$ cat config.mk
export PLATFORM = sky130hd
export DESIGN_NAME = apb_cmd_master
export DESIGN_NICKNAME = d
export VERILOG_FILES = /design/src/rtl/apb_cmd_master.sv
export SDC_FILE = /design/constraint.sdc
export NUM_CORES = 1
export LEC_CHECK = 0
export ABC_AREA = 1
export BUFFER_PORTS_ARGS = -buffer_cell sky130_fd_sc_hd__buf_2
export CORE_UTILIZATION = 38
export CTS_BUF_LIST = sky130_fd_sc_hd__clkbuf_16
export DETAILED_ROUTE_END_ITERATION = 12
export HOLD_SLACK_MARGIN = 0.06
export PLACE_DENSITY_LB_ADDON = 0.12
export SKIP_CTS_REPAIR_TIMING = 1
export SYNTH_ARGS = -nofsm -noshare
export SYNTH_HDL_FRONTEND = slang
export SYNTH_SLANG_ARGS = --single-unit
$ cat constraint.sdc
create_clock -name clk -period 5.2 [get_ports clk]
set_clock_uncertainty 0.05 [all_clocks]
set_input_delay 0.52 -clock clk [delete_from_list [all_inputs] [get_ports clk]]
set_output_delay 0.52 -clock clk [all_outputs]
set_load 0.02 [all_outputs]
$ cat src/rtl/apb_cmd_master.sv
// apb_cmd_master: buffers read/write commands in a small FIFO and replays them
// as APB transfers, returning one response (rdata/err) per command.
// Optional feature: define APB_TIMEOUT_EN to abort ACCESS after TIMEOUT_CYC
// wait states with an error response; without it ACCESS waits for pready.
module apb_cmd_master #(
    parameter int unsigned DATA_WIDTH  = 32,
    parameter int unsigned ADDR_WIDTH  = 16,
    parameter int unsigned NUM_SLV     = 4,
    parameter int unsigned FIFO_DEPTH  = 4,
    parameter int unsigned TIMEOUT_CYC = 16
) (
    input  logic                    clk,
    input  logic                    rst,
    input  logic                    cmd_valid,
    output logic                    cmd_ready,
    input  logic                    cmd_write,
    input  logic [ADDR_WIDTH-1:0]   cmd_addr,
    input  logic [DATA_WIDTH-1:0]   cmd_wdata,
    input  logic [DATA_WIDTH/8-1:0] cmd_strb,
    output logic                    rsp_valid,
    input  logic                    rsp_ready,
    output logic [DATA_WIDTH-1:0]   rsp_rdata,
    output logic                    rsp_err,
    output logic [NUM_SLV-1:0]      psel,
    output logic                    penable,
    output logic                    pwrite,
    output logic [ADDR_WIDTH-1:0]   paddr,
    output logic [DATA_WIDTH-1:0]   pwdata,
    output logic [DATA_WIDTH/8-1:0] pstrb,
    input  logic [DATA_WIDTH-1:0]   prdata,
    input  logic                    pready,
    input  logic                    pslverr
);

    localparam int unsigned STRB_W = DATA_WIDTH / 8;
    localparam int unsigned SEL_W  = $clog2(NUM_SLV);
    localparam int unsigned PTR_W  = $clog2(FIFO_DEPTH);
    localparam int unsigned PTR_AW = PTR_W + 1;

    // Elaboration-time parameter sanity checks
    if ((DATA_WIDTH % 8) != 0 || DATA_WIDTH == 0) begin : g_bad_dw
        $error("DATA_WIDTH must be a non-zero multiple of 8");
    end
    if (NUM_SLV < 2 || (NUM_SLV & (NUM_SLV - 1)) != 0) begin : g_bad_ns
        $error("NUM_SLV must be a power of 2, at least 2");
    end
    if (FIFO_DEPTH < 2 || (FIFO_DEPTH & (FIFO_DEPTH - 1)) != 0) begin : g_bad_fd
        $error("FIFO_DEPTH must be a power of 2, at least 2");
    end
    if (TIMEOUT_CYC < 1) begin : g_bad_to
        $error("TIMEOUT_CYC must be at least 1");
    end

    typedef struct packed {
        logic                  wr;
        logic [ADDR_WIDTH-1:0] addr;
        logic [DATA_WIDTH-1:0] wdata;
        logic [STRB_W-1:0]     strb;
    } cmd_t;

    typedef enum logic [1:0] {IDLE, SETUP, ACCESS, RESP} state_t;

    cmd_t              mem [FIFO_DEPTH];
    cmd_t              cmd_in;
    cmd_t              head;
    logic [PTR_AW-1:0] wr_ptr;
    logic [PTR_AW-1:0] rd_ptr;
    logic              full;
    logic              empty;
    logic              push;
    logic              pop;
    state_t            state;

`ifdef APB_TIMEOUT_EN
    localparam int unsigned TMO_W = $clog2(TIMEOUT_CYC + 1);
    logic [TMO_W-1:0] tmo_cnt;
`endif

    // Extra pointer MSB distinguishes full from empty when indices match
    assign empty     = (wr_ptr == rd_ptr);
    assign full      = (wr_ptr[PTR_W] != rd_ptr[PTR_W]) &&
                       (wr_ptr[PTR_W-1:0] == rd_ptr[PTR_W-1:0]);
    assign cmd_ready = !full;
    assign push      = cmd_valid && !full;
    assign pop       = !empty && ((state == IDLE) || (state == RESP && rsp_ready));
    assign head      = mem[rd_ptr[PTR_W-1:0]];
    assign cmd_in    = '{wr: cmd_write, addr: cmd_addr, wdata: cmd_wdata, strb: cmd_strb};

    // Command storage (payload needs no reset; validity lives in the pointers)
    always_ff @(posedge clk) begin
        if (push) begin
            mem[wr_ptr[PTR_W-1:0]] <= cmd_in;
        end
    end

    // FIFO pointers
    always_ff @(posedge clk or posedge rst) begin
        if (rst) begin
            wr_ptr <= '0;
            rd_ptr <= '0;
        end else begin
            if (push) wr_ptr <= wr_ptr + PTR_AW'(1);
            if (pop)  rd_ptr <= rd_ptr + PTR_AW'(1);
        end
    end

    // APB sequencing FSM with registered bus and response outputs
    always_ff @(posedge clk or posedge rst) begin
        if (rst) begin
            state     <= IDLE;
            psel      <= '0;
            penable   <= 1'b0;
            pwrite    <= 1'b0;
            paddr     <= '0;
            pwdata    <= '0;
            pstrb     <= '0;
            rsp_valid <= 1'b0;
            rsp_rdata <= '0;
            rsp_err   <= 1'b0;
`ifdef APB_TIMEOUT_EN
            tmo_cnt   <= '0;
`endif
        end else begin
            case (state)
                IDLE: ;
                SETUP: begin
                    state   <= ACCESS;
                    penable <= 1'b1;
`ifdef APB_TIMEOUT_EN
                    tmo_cnt <= '0;
`endif
                end
                ACCESS: begin
                    if (pready) begin
                        state     <= RESP;
                        psel      <= '0;
                        penable   <= 1'b0;
                        rsp_valid <= 1'b1;
                        rsp_err   <= pslverr;
                        rsp_rdata <= pwrite ? '0 : prdata;
                    end
`ifdef APB_TIMEOUT_EN
                    else if (tmo_cnt == TMO_W'(TIMEOUT_CYC - 1)) begin
                        state     <= RESP;
                        psel      <= '0;
                        penable   <= 1'b0;
                        rsp_valid <= 1'b1;
                        rsp_err   <= 1'b1;
                        rsp_rdata <= '0;
                    end else begin
                        tmo_cnt <= tmo_cnt + TMO_W'(1);
                    end
`endif
                end
                RESP: begin
                    if (rsp_ready) begin
                        state     <= IDLE;
                        rsp_valid <= 1'b0;
                    end
                end
                default: state <= IDLE;
            endcase

            // Launch the FIFO head; overrides the IDLE/RESP transition above
            if (pop) begin
                state   <= SETUP;
                psel    <= NUM_SLV'(1) << head.addr[ADDR_WIDTH-1 -: SEL_W];
                penable <= 1'b0;
                pwrite  <= head.wr;
                paddr   <= head.addr;
                pwdata  <= head.wdata;
                pstrb   <= head.wr ? head.strb : '0;
            end
        end
    end

endmodule

-- Word-level counts from Yosys, hierarchy flattened
Memory sizes are Yosys's and may differ from the RTL's.
Cells that the tools add are included.
- shifts and indexed selects: 1
- reduce and logical (&&, ||, !) cells: 18
- equality and inequality tests: 10
- $add $sub $neg: 2
- muxes and demuxes: 17
- operators with widths (kind ; number):
    32-bit 2-to-1 mux ; 1
    4-bit 2-to-1 mux ; 4
    3-bit by 1-bit adder with 3-bit output, second input constant ; 2
    1-bit 2-to-1 mux ; 6
    2-bit 2-to-1 mux ; 3
    3-bit inequality test, second input constant ; 2
    2-bit case mux with 3 select lines ; 1
    2-bit AND reduction ; 3
    3-bit AND reduction ; 2
    2-bit nonzero test ; 3
    2-bit == test, second input constant ; 2
    1-bit logical AND ; 4
    2-bit inequality test, second input constant ; 2
    1-bit case mux with 2 select lines ; 2
    4-bit nonzero test ; 1
    1-bit by 2-bit << shifter with 4-bit output, first input constant ; 1
    3-bit == test ; 1
    3-bit nonzero test ; 1
    2-bit by 1-bit == test with 1-bit output, second input constant ; 1
    2-bit == test ; 1
    1-bit logical NOT ; 2
    2-bit logical NOT ; 1
    1-bit logical OR ; 1
    1-bit inequality test ; 1
- word-level logic and storage cells: 61
- bits in writable memories: 212
- register bits: 100
- output and inout bits: 93
- bits of input ports: 91
- memories kept: 1
- memory list (name ; depth ; width ; rd ports ; clocked after memory_dff ; write ports ; line ; source):
    mem ; 4 ; 53 ; 1 ; 0 ; 1 ; 63 ; cmd_t mem [FIFO_DEPTH];

-- Depth between registers and ports, before layout
- depth in word-level cells: 6
- gate-level depth with buffers: 10
- depth with buffers taken out: 8

-- Least setup slack after synthesis
No wires, ideal clock.
- path type: register to register
- start: register rd_ptr[0]
- end: memory mem[0][0] (netlist bit), enable pin
- setup time: 0.464 ns
- buffers on the path: 1
- data required time: 4.686 ns
- arrival time: 3.383 ns
- stages on the path, launching flop included: 8
- path slack: 1.303 ns
- period minus slack after synthesis: 3.897 ns
- path through: dfrtp_1 > buf_4 > inv_4 > nand2_1 > nand2_1 > nand3b_1 > nand2_1 > nor2_1
- cells in the longest elaborated chain, start to end: 6
- RTL lines (what ; line ; source):
    from (decl) ; 67 ; logic [PTR_AW-1:0] rd_ptr;
    from (signal assigned) ; 103 ; if (pop) rd_ptr <= rd_ptr + PTR_AW'(1);
    2-bit == test ; 82 ; (wr_ptr[PTR_W-1:0] == rd_ptr[PTR_W-1:0]);
    1-bit logical AND ; 81 ; assign full = (wr_ptr[PTR_W] != rd_ptr[PTR_W]) &&
    1-bit logical NOT ; n/a ;
    net cmd_ready ; 15 ; output logic cmd_ready,
    1-bit logical AND ; 84 ; assign push = cmd_valid && !full;
    1-bit 2-to-1 mux ; 91 ; if (push) begin
    1-bit 2-to-1 mux (not written as such) ; 92 ; mem[wr_ptr[PTR_W-1:0]] <= cmd_in;
    to (decl) ; 63 ;
The timed path passes the listed nets, and every way through them passes these cells.

-- Worst setup path in the final report
- start: register rd_ptr[0]
- end: memory mem[0][49] (netlist bit), enable pin
- cells in the longest elaborated chain, start to end: 6
- RTL lines (what ; line):
    2-bit == test ; 82
    1-bit logical AND ; 81
    1-bit logical NOT ; 84
    1-bit logical AND ; 84
    1-bit 2-to-1 mux ; 91
    1-bit 2-to-1 mux (not written as such) ; 92
No other way between the ends.

==> flow_summary.toml <==
[status]
status = "finished, final reports clean"

[sta]
setup_tns_ns = 0
maxSlewViolCount = 0
timing.slew.headroom_pct = 27.5
actual_slew_at_the_worst_max_slew_pin_ns = 1.09
worst_slack_ns = 2.20
setup_viol_count_final = 0
fin_crit_ns = 3.00
max_frequency_ghz = 0.333
final_min_period_over_clock_period_pct = 57.7
whs_ns = 0.143
grt_setup_unrepaired = "no"
final-hold-violation-count = 0

[setup_path]
r2r.worst_path.cells = 7
worstSetupStartpoint = "rd_ptr[0]"
register_to_register_path_setup_slack_ns = 2.20
worstSetupEndpointType = "register"
path_class = "reg2reg"
timing.rr.start = "rd_ptr[0]"
crit_fanout = 42
reg_to_reg_critical_path_endpoint = "mem[0][49]"
timing.critical_path.from_type = "register"
arrival_ns = 3.14
worst_ep_required_time_ns = 5.34

[clock_network]
tritoncts = "built"
cts_max_path_buffers = 3
cts_sinks = 312
cts_made_buffers = 34
worst_path_clk_slew_ns = 0.06
htree_num_levels = 2
ctsRootBufferMaster = "sky130_fd_sc_hd__clkbuf_16"
worstSkewPairLatency_ns = 0.50

[min_path]
hp-class = "in2async"

[run]
drv.max_cap_violation_count = 0

[pwr]
seq_power_share_pct = 39.5
p_switching_mw = 3.46
power_leakage_nw = 6.28
share_comb_of_total_power_pct = 34.0
vdd_ir_drop_max_v = 0.000332
power.switching_fraction_pct = 37.2
internal-power_mw = 5.84
power.share.clock_pct = 26.6
power_per_cell_area_nw_per_um2 = 635

[die]
row_count = 65
io_pins = 184
die_area_sq_um = 32900
die_height_um = 181
placeableCoreArea_sq_um = 31600
die_w_um = 181
initial_utilization_pct = 38.7

[synth]
post_synthesis_cell_area_sq_um = 12200
yosys.cell_types.count = 25
synth_seq_cells = 312
yosysWarnings = 0
synth.net_count = 1177
syn-instance-count = 1076
ys_seq_area_share_pct = 72.5
synthesis.area_per_instance_sq_um = 11.4

[global_route]
antenna_found_initial = 3
via_count_of_the_first_global_routing_pass = 7915
total_gr_overflow = 0
largest_net_degree_at_the_start_of_global_routing = 104
global_route.usage.total_pct = 16.6
first_pass_grt_wire_length_um = 42700

[finish]
drive_above_1_share_pct = 20.5
fillCellCount = 2914
area_growth_from_synthesis_to_final_layout_pct = 19.6
numnets_final = 1351

[detailed_routing]
drt-pass1-iter-count = 4
drc = 0
drt_iter0_drc = 482
ant_nets = 0
drt-wirelength-per-cell_um = 16.1
route.detailed.vias_per_inst = 4.73
route.final.wire_length_um = 27000
total_number_of_vias = 7935

[placement]
pre_cts_slack_ns = 2.17
portBuffers = 183
place.detailed.hpwl_um = 15700
gpl.final_weighted_congestion = 0.728
[worst max path at each step]
stage | endpoint | slack (ns) | depth (start not counted)
2_1_floorplan | mem[0][0] | 1.30 | 7
3_3_place_gp | mem[0][47] | 2.26 | 7
3_5_place_dp | mem[0][35] | 2.17 | 7
4_1_cts | mem[0][48] | 2.17 | 7
5_1_grt | mem[0][49] | 1.96 | 7
6_report | mem[0][49] | 2.20 | 7
[cells in the final DEF (no fill, tap or decap), types with 2 or more instances in the layout]
master and count:
sky130_fd_sc_hd__buf_4 9, sky130_fd_sc_hd__nand2_1 302, sky130_fd_sc_hd__buf_2 183, sky130_fd_sc_hd__inv_4 3, sky130_fd_sc_hd__edfxtp_1 212, sky130_fd_sc_hd__buf_12 2
sky130_fd_sc_hd__ha_1 10, sky130_fd_sc_hd__o21ai_1 35, sky130_fd_sc_hd__clkbuf_16 35, sky130_fd_sc_hd__clkinv_2 10, sky130_fd_sc_hd__nor2_1 142, sky130_fd_sc_hd__bufinv_16 6
sky130_fd_sc_hd__dfrtp_4 2, sky130_fd_sc_hd__inv_1 38, sky130_fd_sc_hd__dfrtp_1 98, sky130_fd_sc_hd__nor2_4 4, sky130_fd_sc_hd__nand3_1 21, sky130_fd_sc_hd__o21ai_0 145
sky130_fd_sc_hd__clkinv_1 5
[power by group through the flow]
| stage | Sequential (mW) | Clock (mW) | Combinational, mW |
|---|---|---|---|
| 2_1_floorplan | 4.09 | 0 | 1.92 |
| 3_3_place_gp | 3.70 | 0 | 3.19 |
| 3_5_place_dp | 3.72 | 0 | 3.22 |
| 4_1_cts | 3.68 | 2.54 | 3.25 |
| 5_1_grt | 3.74 | 2.65 | 3.61 |
| 6_report | 3.67 | 2.47 | 3.16 |
[state kept, by name (all words and copies together), names as in the netlist]
name       cells
pwdata        32
state          2
rsp_valid      1
pstrb          4
rsp_rdata     32
penable        1
rsp_err        1
mem          212
pwrite         1
paddr         16
rd_ptr         3
wr_ptr         3
psel           4
[per-layer routing]
| layer | track usage (%) | share of wire [%] | vias up |
|---|---|---|---|
| li1 | - | - | 3960 |
| met1 | 21.6 | 46 | 3739 |
| met2 | 28.0 | 47 | 191 |
| met3 | 3.53 | 4.9 | 41 |
| met4 | 4.27 | 1.7 | 4 |
| met5 | 0 | 0.11 | - |
[cells by family (layout without fill, tap and decap cells)]
| logic type | Yosys count | in the layout | share of synthesized area [%] |
|---|---|---|---|
| AO/OA/AOI/OAI | 183 | 183 | 7.52 |
| XOR/XNOR | 2 | 2 | 0.143 |
| buffers and inverters | 94 | 293 | 3.83 |
| AND/OR/NAND/NOR | 474 | 474 | 14.9 |
| adder cells (fa/ha/maj) | 10 | 10 | 1.02 |
| other | 0 | 1 | 0 |
| flip-flops | 312 | 312 | 72.5 |
| multiplexers | 1 | 1 | 0.0920 |
[stage by stage]
| step | util, % | power (mW) | cell area, sq um | instances |
|---|---|---|---|---|
| 6_report | 46.3 | 9.30 | 14600 | 1678 |
| 5_1_grt | 46.3 | 10.0 | 14600 | 1677 |
| 4_1_cts | 46.3 | 9.46 | 14600 | 1677 |
| 3_5_place_dp | 42.6 | 6.94 | 13500 | 1616 |
| 3_3_place_gp | 42.6 | 6.89 | 13500 | 1616 |
| 2_1_floorplan | - | 6.00 | 12200 | 1076 |
[cells in the mapped netlist, drive strengths merged]
master | n | area (sq um)
buf | 32 | 231
a21oi | 1 | 5.00
xor2 | 1 | 8.76
mux2 | 1 | 11.3
dfrtp | 100 | 2500
o21ai | 180 | 901
inv | 38 | 148
nand2 | 304 | 1150
edfxtp | 212 | 6370
nand3b | 1 | 7.51
nor2 | 146 | 548
clkbuf | 24 | 90.1
o211ai | 1 | 7.51
nand3 | 22 | 115
a21o | 1 | 7.51
ha | 10 | 125
or2 | 1 | 6.26
xnor2 | 1 | 8.76
[area by class of cell]
class / count / area, sq um / area share, %
Timing Repair Buffer: 194 / 1020 / 6.99
Multi-Input combinational cell: 670 / 2930 / 20.0
Clock buffer: 35 / 876 / 5.98
Inverter: 38 / 150 / 1.03
Tap cell: 402 / 503 / 3.44
Sequential cell: 312 / 8880 / 60.6
Clock inverter: 26 / 273 / 1.86
Antenna cell: 1 / 2.50 / 0.0171
[critical path: stages, from the launching register on]
cell and delay, ns:
sky130_fd_sc_hd__dfrtp_4 0.57, sky130_fd_sc_hd__inv_4 0.22, sky130_fd_sc_hd__nand2_1 0.14, sky130_fd_sc_hd__nand2_1 0.09, sky130_fd_sc_hd__nand3b_1 0.17, sky130_fd_sc_hd__nand2_1 0.31, sky130_fd_sc_hd__nor2_4 0.72, sky130_fd_sc_hd__buf_4 0.39
Power figures use the tool's default switching activity.
